--- src/rtl/mac_seq_pkg.sv ---
// Shared constants, state encoding and helpers for the MAC feed sequencer.
package mac_seq_pkg;

    localparam int unsigned LANES  = 8;
    localparam int unsigned DW     = 8;
    localparam int unsigned OUT_W  = 19;
    localparam int unsigned CNT_W  = 8;
    // Wide enough for 255 max-magnitude results, so the sum can never wrap.
    localparam int unsigned ACC_W  = OUT_W + CNT_W;
    localparam int unsigned ATOM_W = LANES * DW;

    typedef enum logic [1:0] {
        IDLE,
        ISSUE,
        DRAIN,
        OUTPUT
    } seq_state_e;

    // Sign-extend one mac_unit result to accumulator width.
    function automatic logic [ACC_W-1:0] sext_out(input logic [OUT_W-1:0] v);
        return {{(ACC_W - OUT_W){v[OUT_W-1]}}, v};
    endfunction

endpackage

--- src/rtl/mac_seq_acc.sv ---
// Signed job accumulator: sums mac_unit results, counts them, and flags
// the addend that completes the job.
module mac_seq_acc
    import mac_seq_pkg::*;
(
    input  logic             clk_i,
    input  logic             rst_i,
    input  logic             clr_i,
    input  logic             add_i,
    input  logic [OUT_W-1:0] data_i,
    input  logic [CNT_W-1:0] len_i,
    output logic [ACC_W-1:0] acc_o,
    output logic [CNT_W-1:0] recv_cnt_o,
    output logic             done_o
);

    logic [ACC_W-1:0] acc_q, acc_d;
    logic [CNT_W-1:0] cnt_q, cnt_d;
    logic [CNT_W:0]   cnt_inc;

    // One extra bit so recv+1 == 256 cannot alias to 0.
    assign cnt_inc = {1'b0, cnt_q} + (CNT_W + 1)'(1);

    // Next-state: clear wins over add; done marks the final addend of the job.
    always_comb begin
        acc_d  = acc_q;
        cnt_d  = cnt_q;
        done_o = 1'b0;
        if (clr_i) begin
            acc_d = '0;
            cnt_d = '0;
        end else if (add_i) begin
            acc_d  = acc_q + sext_out(data_i);
            cnt_d  = cnt_inc[CNT_W-1:0];
            done_o = (cnt_inc == {1'b0, len_i});
        end
    end

    // Accumulator and receive-count state.
    always_ff @(posedge clk_i or posedge rst_i) begin
        if (rst_i) begin
            acc_q <= '0;
            cnt_q <= '0;
        end else begin
            acc_q <= acc_d;
            cnt_q <= cnt_d;
        end
    end

    assign acc_o      = acc_q;
    assign recv_cnt_o = cnt_q;

endmodule

--- src/rtl/mac_feed_sequencer.sv ---
// Feeds one job of paired data/weight atomics into mac_unit, sums the
// returned results and hands the job total back on a valid/ready port.
module mac_feed_sequencer
    import mac_seq_pkg::*;
(
    input  logic              nvdla_core_clk,
    input  logic              nvdla_core_rst,
    input  logic              cmd_valid,
    output logic              cmd_ready,
    input  logic [CNT_W-1:0]  cmd_len,
    input  logic [LANES-1:0]  cmd_nz_mask,
    input  logic              dat_in_valid,
    output logic              dat_in_ready,
    input  logic [ATOM_W-1:0] dat_in_data,
    input  logic              wt_in_valid,
    output logic              wt_in_ready,
    input  logic [ATOM_W-1:0] wt_in_data,
    output logic [ATOM_W-1:0] mac_dat_actv_data,
    output logic [LANES-1:0]  mac_dat_actv_nz,
    output logic [LANES-1:0]  mac_dat_actv_pvld,
    output logic [ATOM_W-1:0] mac_wt_actv_data,
    output logic [LANES-1:0]  mac_wt_actv_nz,
    output logic [LANES-1:0]  mac_wt_actv_pvld,
    input  logic [OUT_W-1:0]  mac_out_data,
    input  logic              mac_out_pvld,
    output logic              acc_out_valid,
    input  logic              acc_out_ready,
    output logic [ACC_W-1:0]  acc_out_data,
    output logic              busy,
    output logic              err_spurious
);

    seq_state_e        state_q;
    logic [CNT_W-1:0]  len_q;
    logic [LANES-1:0]  mask_q;
    logic [CNT_W-1:0]  issue_cnt_q;
    logic              issue_q;
    logic [ATOM_W-1:0] dat_q;
    logic [ATOM_W-1:0] wt_q;
    logic              err_q;

    logic              fire;
    logic              collecting;
    logic              res_ok;
    logic              err_set;
    logic              acc_clr;
    logic              acc_done;
    logic [CNT_W:0]    issue_inc;
    logic [CNT_W-1:0]  recv_cnt;
    logic [ACC_W-1:0]  acc;

    // Both streams are consumed together; one stream alone never moves.
    assign fire         = (state_q == ISSUE) & dat_in_valid & wt_in_valid;
    assign dat_in_ready = fire;
    assign wt_in_ready  = fire;

    assign issue_inc  = {1'b0, issue_cnt_q} + (CNT_W + 1)'(1);
    assign collecting = (state_q == ISSUE) || (state_q == DRAIN);
    // A result is only legal while a matching atomic is still outstanding.
    assign res_ok     = mac_out_pvld & collecting & (recv_cnt < issue_cnt_q);
    assign err_set    = mac_out_pvld & ~res_ok;
    assign acc_clr    = (state_q == IDLE) & cmd_valid;

    mac_seq_acc u_acc (
        .clk_i      (nvdla_core_clk),
        .rst_i      (nvdla_core_rst),
        .clr_i      (acc_clr),
        .add_i      (res_ok),
        .data_i     (mac_out_data),
        .len_i      (len_q),
        .acc_o      (acc),
        .recv_cnt_o (recv_cnt),
        .done_o     (acc_done)
    );

    // Job FSM, issue registers and sticky error flag.
    always_ff @(posedge nvdla_core_clk or posedge nvdla_core_rst) begin
        if (nvdla_core_rst) begin
            state_q     <= IDLE;
            len_q       <= '0;
            mask_q      <= '0;
            issue_cnt_q <= '0;
            issue_q     <= 1'b0;
            dat_q       <= '0;
            wt_q        <= '0;
            err_q       <= 1'b0;
        end else begin
            issue_q <= fire;
            if (fire) begin
                dat_q       <= dat_in_data;
                wt_q        <= wt_in_data;
                issue_cnt_q <= issue_inc[CNT_W-1:0];
            end
            if (err_set) begin
                err_q <= 1'b1;
            end
            unique case (state_q)
                IDLE: begin
                    if (cmd_valid) begin
                        len_q       <= cmd_len;
                        mask_q      <= cmd_nz_mask;
                        issue_cnt_q <= '0;
                        state_q     <= (cmd_len == '0) ? OUTPUT : ISSUE;
                    end
                end
                ISSUE: begin
                    if (fire && (issue_inc == {1'b0, len_q})) begin
                        state_q <= DRAIN;
                    end
                end
                DRAIN: begin
                    if (acc_done) begin
                        state_q <= OUTPUT;
                    end
                end
                OUTPUT: begin
                    if (acc_out_ready) begin
                        state_q <= IDLE;
                    end
                end
                default: state_q <= IDLE;
            endcase
        end
    end

    assign mac_dat_actv_data = dat_q;
    assign mac_wt_actv_data  = wt_q;
    assign mac_dat_actv_pvld = {LANES{issue_q}};
    assign mac_wt_actv_pvld  = {LANES{issue_q}};
    assign mac_dat_actv_nz   = mask_q & {LANES{issue_q}};
    assign mac_wt_actv_nz    = mask_q & {LANES{issue_q}};

    assign cmd_ready     = (state_q == IDLE);
    assign busy          = (state_q != IDLE);
    assign acc_out_valid = (state_q == OUTPUT);
    assign acc_out_data  = acc;
    assign err_spurious  = err_q;

endmodule

--- config.mk ---
export PLATFORM = sky130hd
export DESIGN_NAME = mac_feed_sequencer
export DESIGN_NICKNAME = d
export VERILOG_FILES = /design/src/rtl/mac_seq_pkg.sv /design/src/rtl/mac_seq_acc.sv /design/src/rtl/mac_feed_sequencer.sv
export SDC_FILE = /design/constraint.sdc
export NUM_CORES = 1
export LEC_CHECK = 0
export ABC_CLOCK_PERIOD_IN_PS = 5400
export CAP_MARGIN = 20
export CELL_PAD_IN_SITES_DETAIL_PLACEMENT = 1
export CELL_PAD_IN_SITES_GLOBAL_PLACEMENT = 1
export CORE_UTILIZATION = 29
export CTS_CLUSTER_SIZE = 16
export DETAILED_ROUTE_END_ITERATION = 8
export PLACE_DENSITY_LB_ADDON = 0.1
export SLEW_MARGIN = 20
export SYNTH_ARGS = -nofsm -noshare
export SYNTH_HDL_FRONTEND = slang
export SYNTH_SLANG_ARGS = --single-unit
--- constraint.sdc ---
create_clock -name nvdla_core_clk -period 5.4 [get_ports nvdla_core_clk]
set_clock_uncertainty 0.1 [all_clocks]
set_input_delay 0.54 -clock nvdla_core_clk [delete_from_list [all_inputs] [get_ports nvdla_core_clk]]
set_output_delay 0.54 -clock nvdla_core_clk [all_outputs]
set_load 0.005 [all_outputs]
Word level (Yosys, flattened, before mapping)
Cells that the tools add are included.
{ "word_totals": {"reg_bits": 191, "input_bits": 170, "out_inout_bits": 193} }
{ "op_classes": {"add_sub_neg": 3, "n_lt_le_gt_ge": 1, "n_eq_ne": 9, "mux": 15, "bitwise_logic": 8, "n_reduce_logical": 8} }
{ "ops": {"columns": ["cell", "n"], "rows": [
  ["27-bit 2-to-1 mux", 2],
  ["8-bit 2-to-1 mux", 5],
  ["27-bit adder", 1],
  ["8-bit by 1-bit adder with 9-bit output, second input constant", 2],
  ["9-bit by 8-bit == test with 1-bit output", 2],
  ["2-bit 2-to-1 mux", 5],
  ["8-bit bitwise AND", 1],
  ["8-bit zero test", 1],
  ["8-bit less-than comparator", 1],
  ["2-bit one-hot mux with 4 select lines", 1],
  ["1-bit bitwise AND", 6],
  ["2-bit == test, second input constant", 2],
  ["2-bit by 1-bit inequality test with 1-bit output, second input constant", 2],
  ["2-bit inequality test, second input constant", 2],
  ["4-bit AND reduction", 1],
  ["2-bit nonzero test", 2],
  ["2-bit by 1-bit == test with 1-bit output, second input constant", 1],
  ["2-bit zero test", 1],
  ["1-bit 2-to-1 mux", 2],
  ["2-bit AND reduction", 1],
  ["1-bit logical AND", 1],
  ["1-bit logical OR", 1],
  ["1-bit inverter", 1]
]} }

Longest topological paths before layout
Gate-level depths: netlist of run 1.
{ "depth": {"ltp_word": 8, "ltp_mapped": 11, "ltp_nobuf": 10} }

Cells and area by module
Synthesis of run 1 repeated with hierarchy kept, for this count alone.
{ "unflattened": {"cells_unflattened": 1108, "area_unflattened_um2": 9606.7} }
{ "modules_own_cells": {"columns": ["mod", "n_inst", "cells_each", "area_each_um2", "seq_area_each_um2"], "rows": [
  ["mac_feed_sequencer", 1, 761, 6611.3, 3903.7],
  ["mac_seq_acc", 1, 347, 2995.4, 875.8]
]} }

Worst setup path after synthesis of run 1
No wires, ideal clock.
{ "synth_path": {"kind": "input to register", "startpoint": "input mac_out_data[0]", "endpoint": "register u_acc.acc_q[26], in the netlist u_acc.acc_o[26]", "setup_ns": 0.079, "arrival_time_ns": 2.563, "required_ns": 5.221, "slack_ns": 2.657, "cell_stages": 9, "cell_sequence": "ha_1 fa_1 a21o_1 a221oi_2 o221ai_1 a211oi_2 a211oi_1 mux2i_1 mux2i_1"} }
{ "synth_via": {"elab_chain_cells": 3} }
{ "synth_lines": {"columns": ["element", "line_no", "source"], "rows": [
  ["start: declaration", "mac_feed_sequencer.sv:24", "input logic [OUT_W-1:0] mac_out_data,"],
  ["27-bit adder", "mac_seq_acc.sv:33", "acc_d = acc_q + sext_out(data_i);"],
  ["27-bit 2-to-1 mux", "mac_seq_acc.sv:32", "end else if (add_i) begin"],
  ["27-bit 2-to-1 mux", "mac_seq_acc.sv:29", "if (clr_i) begin"],
  ["end signal: assignment", "mac_seq_acc.sv:42", "acc_q <= '0;"],
  ["end signal: assignment", "mac_seq_acc.sv:45", "acc_q <= acc_d;"],
  ["end: declaration", "mac_seq_acc.sv:17", "logic [ACC_W-1:0] acc_q, acc_d;"]
]} }
No other way between the ends. The select of a mux whose other input is x is not followed.
A chain may end at the register's enable or synchronous reset.

Worst setup path after layout of run 1
{ "layout_path": {"startpoint": "register state_q[1]", "endpoint": "output wt_in_ready"} }
{ "layout_via": {"elab_chain_cells": 3} }
{ "layout_lines": {"columns": ["element", "line_no", "source"], "rows": [
  ["start: declaration", "mac_feed_sequencer.sv:33", "seq_state_e state_q;"],
  ["start signal: assignment", "mac_feed_sequencer.sv:103", "state_q <= (cmd_len == '0) ? OUTPUT : ISSUE;"],
  ["2-bit by 1-bit == test with 1-bit output", "mac_feed_sequencer.sv:53", "assign fire = (state_q == ISSUE) & dat_in_valid & wt_in_valid;"],
  ["1-bit bitwise AND (2 in series)", "mac_feed_sequencer.sv:53", null],
  ["end: declaration", "mac_feed_sequencer.sv:16", "output logic wt_in_ready,"]
]} }
No other way between the ends.

==> results of run 1 <==
worst paths after layout:
kind / startpoint / end / slack [ps] / cells after the start
min: nvdla_core_rst / mac_dat_actv_data[1] / 370 / 2
min reg2reg: mask_q[2] / mask_q[2] / 370 / 2
max reg2reg: u_acc.recv_cnt_o[5] / u_acc.acc_o[19] / 2100 / 8
max in group asynchronous: nvdla_core_rst / mac_wt_actv_data[59] / 3690 / 3
max: state_q[1] / wt_in_ready / 1950 / 5
min in group nvdla_core_clk: mask_q[2] / mask_q[2] / 370 / 2
sequential cells by signal, summed over array words and instances, names as in the netlist:
| register | flops |
|---|---|
| mac_dat_actv_data | 64 |
| mac_wt_actv_data | 64 |
| u_acc.acc_o | 27 |
| issue_cnt_q | 8 |
| len_q | 8 |
| mask_q | 8 |
| u_acc.recv_cnt_o | 8 |
| state_q | 2 |
| err_spurious | 1 |
| issue_q | 1 |
stage by stage:
stage / total power [mW] / utilization (%) / instances
2_1_floorplan: 3.94 / - / 1118
3_3_place_gp: 5.66 / 41.6 / 1857
3_5_place_dp: 5.72 / 41.6 / 1857
4_1_cts: 7.01 / 43.3 / 1888
5_1_grt: 7.45 / 43.3 / 1888
6_report: 6.88 / 43.3 / 1888
synth_stat cells (9+ instances only):
library cell	n
xnor2_1	29
or3_1	11
a21oi_1	36
clkbuf_1	36
inv_1	19
nand3_1	9
buf_4	25
xor2_1	14
ha_1	39
dfrtp_1	191
nand2_1	484
and2_1	11
o21ai_0	29
a21o_1	20
nor2_1	44
mux2i_1	13
area by class of cell:
cell class | count | area share (%)
tap | 442 | 3.92
sequential | 191 | 33.9
timing repair buffer | 370 | 26.3
clock buffer | 23 | 3.53
inverter | 20 | 0.576
clock inverter | 8 | 0.381
multi-input combinational | 834 | 31.5
where the power goes:
part	internal (mW)	switching, mW	total, mW
Clock	0.651	0.581	1.23
Combinational	1.72	1.50	3.22
Sequential	2.03	0.404	2.43
metal layers:
metal	part of all wire [%]	global-route usage (%)
met2	48	31.5
met4	0.88	4.60
met3	8.7	7.51
met1	43	22.7
met5	0	0
kinds of logic (layout without fill, tap and decap cells):
kind of cell | count (synthesis) | after routing | share of synthesized area (%)
mux | 14 | 14 | 1.47
flops | 191 | 191 | 49.5
xor+xnor | 43 | 43 | 3.90
fa+ha+maj | 40 | 40 | 5.26
simple gates | 597 | 597 | 24.9
buf+inv | 93 | 421 | 4.76
compound gates | 140 | 140 | 10.1
==> flow_summary.ini, run 1 <==
[pwr]
ir_drop_mv = 0.247
powerDensity_nw_per_um2 = 488
p_leak_nw = 6.57

[timing]
maxSlewHeadroom_pct = 34.8
slew_viol_final = 0
hold_viol = 0
rsz0062_at_grt = no
setup_slack_ps = 1950
fmax_mhz = 290
final.setup.tns_ps = 0
period_share_pct = 63.9
setup_viol = 0
holdWs_ps = 366
worst_slew_pin_slew_ps = 978
finalCriticalPeriod_ps = 3450

[finish]
design_area_um2 = 14100
fillers = 3743
seqCellArea_um2 = 4780
area_delta_synth_final_pct = 46.3
multi_input_area_um2 = 4440
layout_common_cells = 483 x nand2_1, 362 x clkdlybuf4s50_1, 191 x dfrtp_1
final_common_cell = nand2_1
drive_gt1_share_pct = 3.87
nets = 1644
antennaDiodeCount = 0

[grt]
antenna_found_initial = 0
first_global_vias = 9103
grt_pass1_wl_mm = 50.0
grt_max_degree = 116
grt.total_usage_pct = 18.9
overflow = 0

[detailed_routing]
first_pass_iters = 4
via_count = 8673
postRouteAntennaNets = 0
drt_iter0_drc = 371
route.detailed.drc = 0
viasPerCell = 4.59
wl_per_cell_um = 16.8
routed_wl_mm = 31.7

[logic_synthesis]
synth_top_area_share_pct = 49.5
synth_warnings = 0
synth_edf_count = 0
syn_nets = 1328
syn_avg_cell_area_um2 = 8.63
synth_seq_area_share_pct = 49.5
yosys.area.top_type = dfrtp_1
syn_area_um2 = 9650
async_flop_share_pct = 100
synthFlopType = dfrtp_1
synth_cells = 1118
synth_area_leaders = dfrtp_1 50%, nand2_1 19%, ha_1 5.1%
ys_types = 64
yosys_register_bits = 191

[die]
initial_utilization_pct = 29.6
die_h_um = 184
std_cell_rows = 66
fp.coreArea_um2 = 32600
die-area_um2 = 34000
ioPinCount = 363
fp.dieW_um = 184

[run_status]
outcome = completed

[clock_network]
cts_resized = 0
cts_hold_buf = 0
cts_buffers = 17
root_buffer = clkbuf_16
cts_tree = built
htreeDepth = 4
cts_setup_buffers = 0
cts_max_path_buffers = 2
cts.clk_slew.worst_paths_ps = 80
cts.sinks = 191
clock_latency_ps = 440

[min_path]
min_path_type = in2async

[place]
dp_hpwl_mm = 22.8
pre_cts_ws_ps = 1850
io_buffers = 362
dpl-instance-area_um2 = 13600
globalplace.congestion = 0.818

[setup_path]
cp_cell_sequence = inv_1, ha_1, nand3_4, inv_4, clkdlybuf4s50_1
critical_path_arrival_ps = 2810
cpPeakStageDelay_ps = 580
path_buf_inv = 3
crit_family = buffers and inverters
crit_path_max_fanout = 47
crit_required_ps = 4760
crit_type = reg2out
cp-start-kind = flop
endpoint_kind = output pin
slowest_stage = clkdlybuf4s50_1

[flow_run]
drv_cap = 0
No activity file was read; power rests on OpenSTA's default activity.
==> run 2, diff against run 1 <==
--- a/config.mk
+++ b/config.mk
@@ -5,7 +5,7 @@
 export SDC_FILE = /design/constraint.sdc
 export NUM_CORES = 1
 export LEC_CHECK = 0
-export ABC_CLOCK_PERIOD_IN_PS = 5400
+export ABC_CLOCK_PERIOD_IN_PS = 2900
 export CAP_MARGIN = 20
 export CELL_PAD_IN_SITES_DETAIL_PLACEMENT = 1
 export CELL_PAD_IN_SITES_GLOBAL_PLACEMENT = 1
==> constraint.sdc (replaced) <==
create_clock -name nvdla_core_clk -period 2.9 [get_ports nvdla_core_clk]
set_clock_uncertainty 0.1 [all_clocks]
set_input_delay 0.29 -clock nvdla_core_clk [delete_from_list [all_inputs] [get_ports nvdla_core_clk]]
set_output_delay 0.29 -clock nvdla_core_clk [all_outputs]
set_load 0.005 [all_outputs]
==> run 2 against run 1 <==
Compared with the run above:
- final area up 2.3%
- register-to-register slack worse by 1900 ps
- total power up 91%
- critical path type is now reg2reg
- routed wire length up 1.9%
- hold slack worse by 100 ps
- utilization up 1.0 points
- critical path depth up 5
==> flow_summary.ini, run 2 (synthesized netlist as in run 1, its figures left out) <==
[timing]
period_share_pct = 94.5
hold_viol = 0
slew_viol_final = 0
worst_slew_pin_slew_ps = 720
maxSlewHeadroom_pct = 51.9
fmax_mhz = 365
setup_viol = 0
rsz0062_at_grt = yes
finalCriticalPeriod_ps = 2740

[pwr]
ir_drop_mv = 0.510
totalPowerFinal_mw = 13.2
p_leak_nw = 6.75
powerDensity_nw_per_um2 = 911

[clock_network]
cts_setup_buffers = 0
cts_tree = built
root_buffer = clkbuf_16
cts.clk_slew.worst_paths_ps = 80
clock_latency_ps = 450
cts_buffers = 17
cts_max_path_buffers = 2
cts.sinks = 191
htreeDepth = 4

[setup_path]
critical_path_arrival_ps = 2970
path_buf_inv = 1
cpPeakStageDelay_ps = 410
crit_path_max_fanout = 4
cp-start-kind = flop
crit_type = reg2reg
crit_required_ps = 3130
crit_family = compound AO/OA/AOI/OAI gates
endpoint_kind = flop
cp.depth = 10
slowest_stage = dfrtp_1
cp_cell_sequence = ha_1, fa_1, a21o_1, a221oi_2, buf_4, o311a_1, o31ai_2, a41oi_2, xor2_1, a21oi_1
r2r_cells = 10

[flow_run]
drv_cap = 0

[finish]
final_common_cell = nand2_1
area_delta_synth_final_pct = 49.7
design_area_um2 = 14400
fillers = 3754
antennaDiodeCount = 0
drive_gt1_share_pct = 6.16
nets = 1674
layout_common_cells = 484 x nand2_1, 362 x clkdlybuf4s50_1, 191 x dfrtp_1

[die]
initial_utilization_pct = 29.6
fp.dieW_um = 184
die_h_um = 184
fp.coreArea_um2 = 32600
ioPinCount = 363
die-area_um2 = 34000
std_cell_rows = 66

[grt]
grt.total_usage_pct = 19.3
first_global_vias = 9264
overflow = 0
grt_pass1_wl_mm = 50.9
grt_max_degree = 135
antenna_found_initial = 0

[place]
dpl-instance-area_um2 = 13800
dp_hpwl_mm = 23.5
globalplace.congestion = 0.881
io_buffers = 362

[detailed_routing]
viasPerCell = 4.61
via_count = 8854
wl_per_cell_um = 16.8
routed_wl_mm = 32.3
first_pass_iters = 4
drt_iter0_drc = 392
postRouteAntennaNets = 0
route.detailed.drc = 0

[min_path]
min_path_type = in2reg
hold_path_depth = 3

[run_status]
outcome = completed
run 2: worst paths after layout:
check	slack, ps	end	from
worst max-delay path	160	u_acc.acc_o[20]	u_acc.acc_o[0]
worst min-delay path	260	mac_wt_actv_data[60]	wt_in_data[60]
worst max register to register	160	u_acc.acc_o[20]	u_acc.acc_o[0]
worst min register to register	360	err_spurious	err_spurious
max in group asynchronous	1370	mask_q[7]	nvdla_core_rst
min in group asynchronous	570	mac_wt_actv_data[16]	nvdla_core_rst
run 2: stage by stage:
stage / utilization [%] / instances / setup TNS, ps / hold WS [ps] / worst slack, ps
final: 44.3 / 1919 / 0 / 264 / 159
after CTS: 44.2 / 1919 / 0 / 232 / 85.8
after detailed placement: 42.4 / 1886 / -772 / 351 / -171
after floorplan: - / 1118 / 0 / 295 / 47.6
after global routing: 44.3 / 1919 / -8.30 / 245 / -8.30
after global placement: 42.4 / 1886 / -708 / 344 / -154
run 2: power breakdown:
| group | switching, mW | internal (mW) |
|---|---|---|
| logic | 2.88 | 3.36 |
| clock network | 1.17 | 1.24 |
| registers | 0.741 | 3.77 |
| total | 4.79 | 8.37 |
run 2: cell type report:
type                       count  area, um^2  area share [%]
clock inverter                14         150            1.04
sequential                   191        4780            33.1
multi-input combinational    834        4470            30.9
timing repair buffer         400        3970            27.5
clock buffer                  18         439            3.04
tap                          442         553            3.83
inverter                      20        81.3           0.563
run 2: metal layers:
metal  vias to the layer above  global-route usage, %  share of wire, %  wire, um
met5                         -                      0                 0         0
met2                       233                   32.1                48     15400
met3                        17                   7.23               8.3      2680
met1                      4296                   23.5                43     13900
li1                       4308                      -                 -         -
met4                         0                   4.77              0.93       301
run 2: what timing repair did:
| item | in CTS | in global routing |
|---|---|---|
| endpoints found under the hold margin | 2 | 0 |
| resized for setup | 0 | 6 |
| hold buffers | 1 | 0 |
| endpoints found under the setup margin | 0 | 8 |
run 2: worst min-delay path, cell delays in order:
cell and delay (ps):
clkdlybuf4s50_1 390, nand2_1 50, nand2_1 40
==> run 3, diff against run 2 <==
--- a/config.mk
+++ b/config.mk
@@ -13,6 +13,7 @@
 export CTS_CLUSTER_SIZE = 16
 export DETAILED_ROUTE_END_ITERATION = 8
 export PLACE_DENSITY_LB_ADDON = 0.1
+export SKIP_CTS_REPAIR_TIMING = 1
 export SLEW_MARGIN = 20
 export SYNTH_ARGS = -nofsm -noshare
 export SYNTH_HDL_FRONTEND = slang
==> run 3 against run 2 <==
Compared with the run above:
- utilization barely moved
- sequential share of layout area about the same
- cell count about the same
- die area unchanged
- register-to-register slack is essentially flat
- sequential power barely moved
- combinational power hardly changed
- setup slack barely moved
- sequential cell count is the same
- critical endpoint unchanged
- highest routed layer unchanged
==> flow_summary.ini, run 3 (synthesized netlist as in run 1, its figures left out) <==
[run_status]
outcome = completed

[timing]
finalCriticalPeriod_ps = 2740
rsz0062_at_grt = yes
maxSlewHeadroom_pct = 51.9
slew_viol_final = 0
hold_viol = 0
period_share_pct = 94.5
worst_slew_pin_slew_ps = 719
setup_viol = 0
setup_slack_ps = 160
fmax_mhz = 365

[clock_network]
root_buffer = clkbuf_16
cts_tree = built
cts_max_path_buffers = 2
cts.sinks = 191
htreeDepth = 4
cts.clk_slew.worst_paths_ps = 80
clock_latency_ps = 450
cts_buffers = 17

[setup_path]
reg2reg_from = u_acc.acc_o[0]
crit_type = reg2reg
endpoint_kind = flop
crit_required_ps = 3130
crit_path_max_fanout = 4
ff2ff_setup_slack_ps = 160
cp-start-kind = flop
r2r_cells = 10
critical_path_arrival_ps = 2970
r2r_end = u_acc.acc_o[20]

[min_path]
min_path_type = in2async

[flow_run]
drv_cap = 0

[pwr]
power_frac_seq_pct = 34.3
p_switching_mw = 4.79
switching_share_pct = 36.4
powerDensity_nw_per_um2 = 912
pwr-share-clk_pct = 18.3
totalPowerFinal_mw = 13.2
pwr-share-comb_pct = 47.5
p_leak_nw = 6.74
p_int_mw = 8.37
ir_drop_mv = 0.509

[die]
initial_utilization_pct = 29.6
ioPinCount = 363
die-area_um2 = 34000
std_cell_rows = 66
fp.coreArea_um2 = 32600
die_h_um = 184
fp.dieW_um = 184

[finish]
fin_cells = 1918
area_delta_synth_final_pct = 49.6
design_area_um2 = 14400
drive_gt1_share_pct = 6.17
antennaDiodeCount = 0
layout_common_cells = 484 x nand2_1, 362 x clkdlybuf4s50_1, 191 x dfrtp_1
nets = 1673
final_common_cell = nand2_1

[detailed_routing]
wl_met3_mm = 2.70
route.met2.wl_mm = 15.4
highest_layer = met4
routed_wl_mm = 32.3
viasPerCell = 4.61
wl_met1_mm = 13.9
wl_per_cell_um = 16.8
first_pass_iters = 4
drt_iter0_drc = 403
via_count = 8840
route.detailed.drc = 0
postRouteAntennaNets = 0

[place]
dpl-instance-area_um2 = 13800
dp.cells = 1886
globalplace.congestion = 0.881
io_buffers = 362
dp_hpwl_mm = 23.5
pre_cts_ws_ps = -171

[grt]
grt.total_usage_pct = 19.3
overflow = 0
first_global_vias = 9273
grt_max_degree = 135
antenna_found_initial = 0
grt_pass1_wl_mm = 50.9
run 3: changes by cell type in the layout (fill, tap and decap cells not counted), sizes merged:
cell / previous run / this run
dlygate4sd3: 1 / 0
run 3: power by group through the flow:
stage                     logic (mW)  clock network (mW)  registers [mW]
final                           6.25                2.40            4.51
after global routing            6.93                2.59            4.68
after CTS                       6.33                2.49            4.53
after detailed placement        6.29                   0            4.55
after global placement          6.21                   0            4.51
after floorplan                 2.82                   0            4.52
run 3: worst max-delay path, stage by stage (launching register included):
cell and delay, ps:
dfrtp_1 410, ha_1 220, fa_1 390, a21o_1 190, a221oi_2 230, buf_4 180
o311a_1 280, o31ai_2 130, a41oi_2 250, xor2_1 160, a21oi_1 80
run 3: worst max path at each step:
| stage | startpoint | end | slack (ps) | depth (start not counted) |
|---|---|---|---|---|
| CTS | issue_cnt_q[5] | u_acc.acc_o[26] | 90 | 10 |
| global placement | mac_out_data[0] | u_acc.acc_o[22] | -150 | 12 |
| finish | u_acc.acc_o[0] | u_acc.acc_o[20] | 160 | 10 |
| global route | u_acc.acc_o[0] | u_acc.acc_o[22] | -8 | 11 |
| detailed placement | mac_out_data[0] | u_acc.acc_o[20] | -170 | 11 |
| floorplan | nvdla_core_rst | err_spurious | 50 | 1 |
run 3: area by class of cell:
| type | count | area, um^2 |
|---|---|---|
| flip-flops and latches | 191 | 4780 |
| clock inverters | 14 | 150 |
| multi-input cells | 834 | 4470 |
| clock buffers | 18 | 439 |
| inverters | 20 | 81.3 |
| well taps | 442 | 553 |
| repair buffers | 399 | 3960 |
| fillers | 3758 | 18200 |
run 3: layer usage:
| metal | global-route usage, % | up-vias |
|---|---|---|
| met5 | 0 | - |
| met2 | 32.1 | 235 |
| met3 | 7.23 | 17 |
| met4 | 4.77 | 0 |
| li1 | - | 4306 |
| met1 | 23.5 | 4282 |
run 3: stage by stage:
| step | TNS [ps] | utilization (%) | hold slack (ps) |
|---|---|---|---|
| floorplan | 0 | - | 295 |
| global placement | -708 | 42.4 | 344 |
| detailed placement | -772 | 42.4 | 351 |
| CTS | 0 | 44.2 | -4.86 |
| global route | -8.30 | 44.3 | 7.02 |
| finish | 0 | 44.3 | 21.6 |
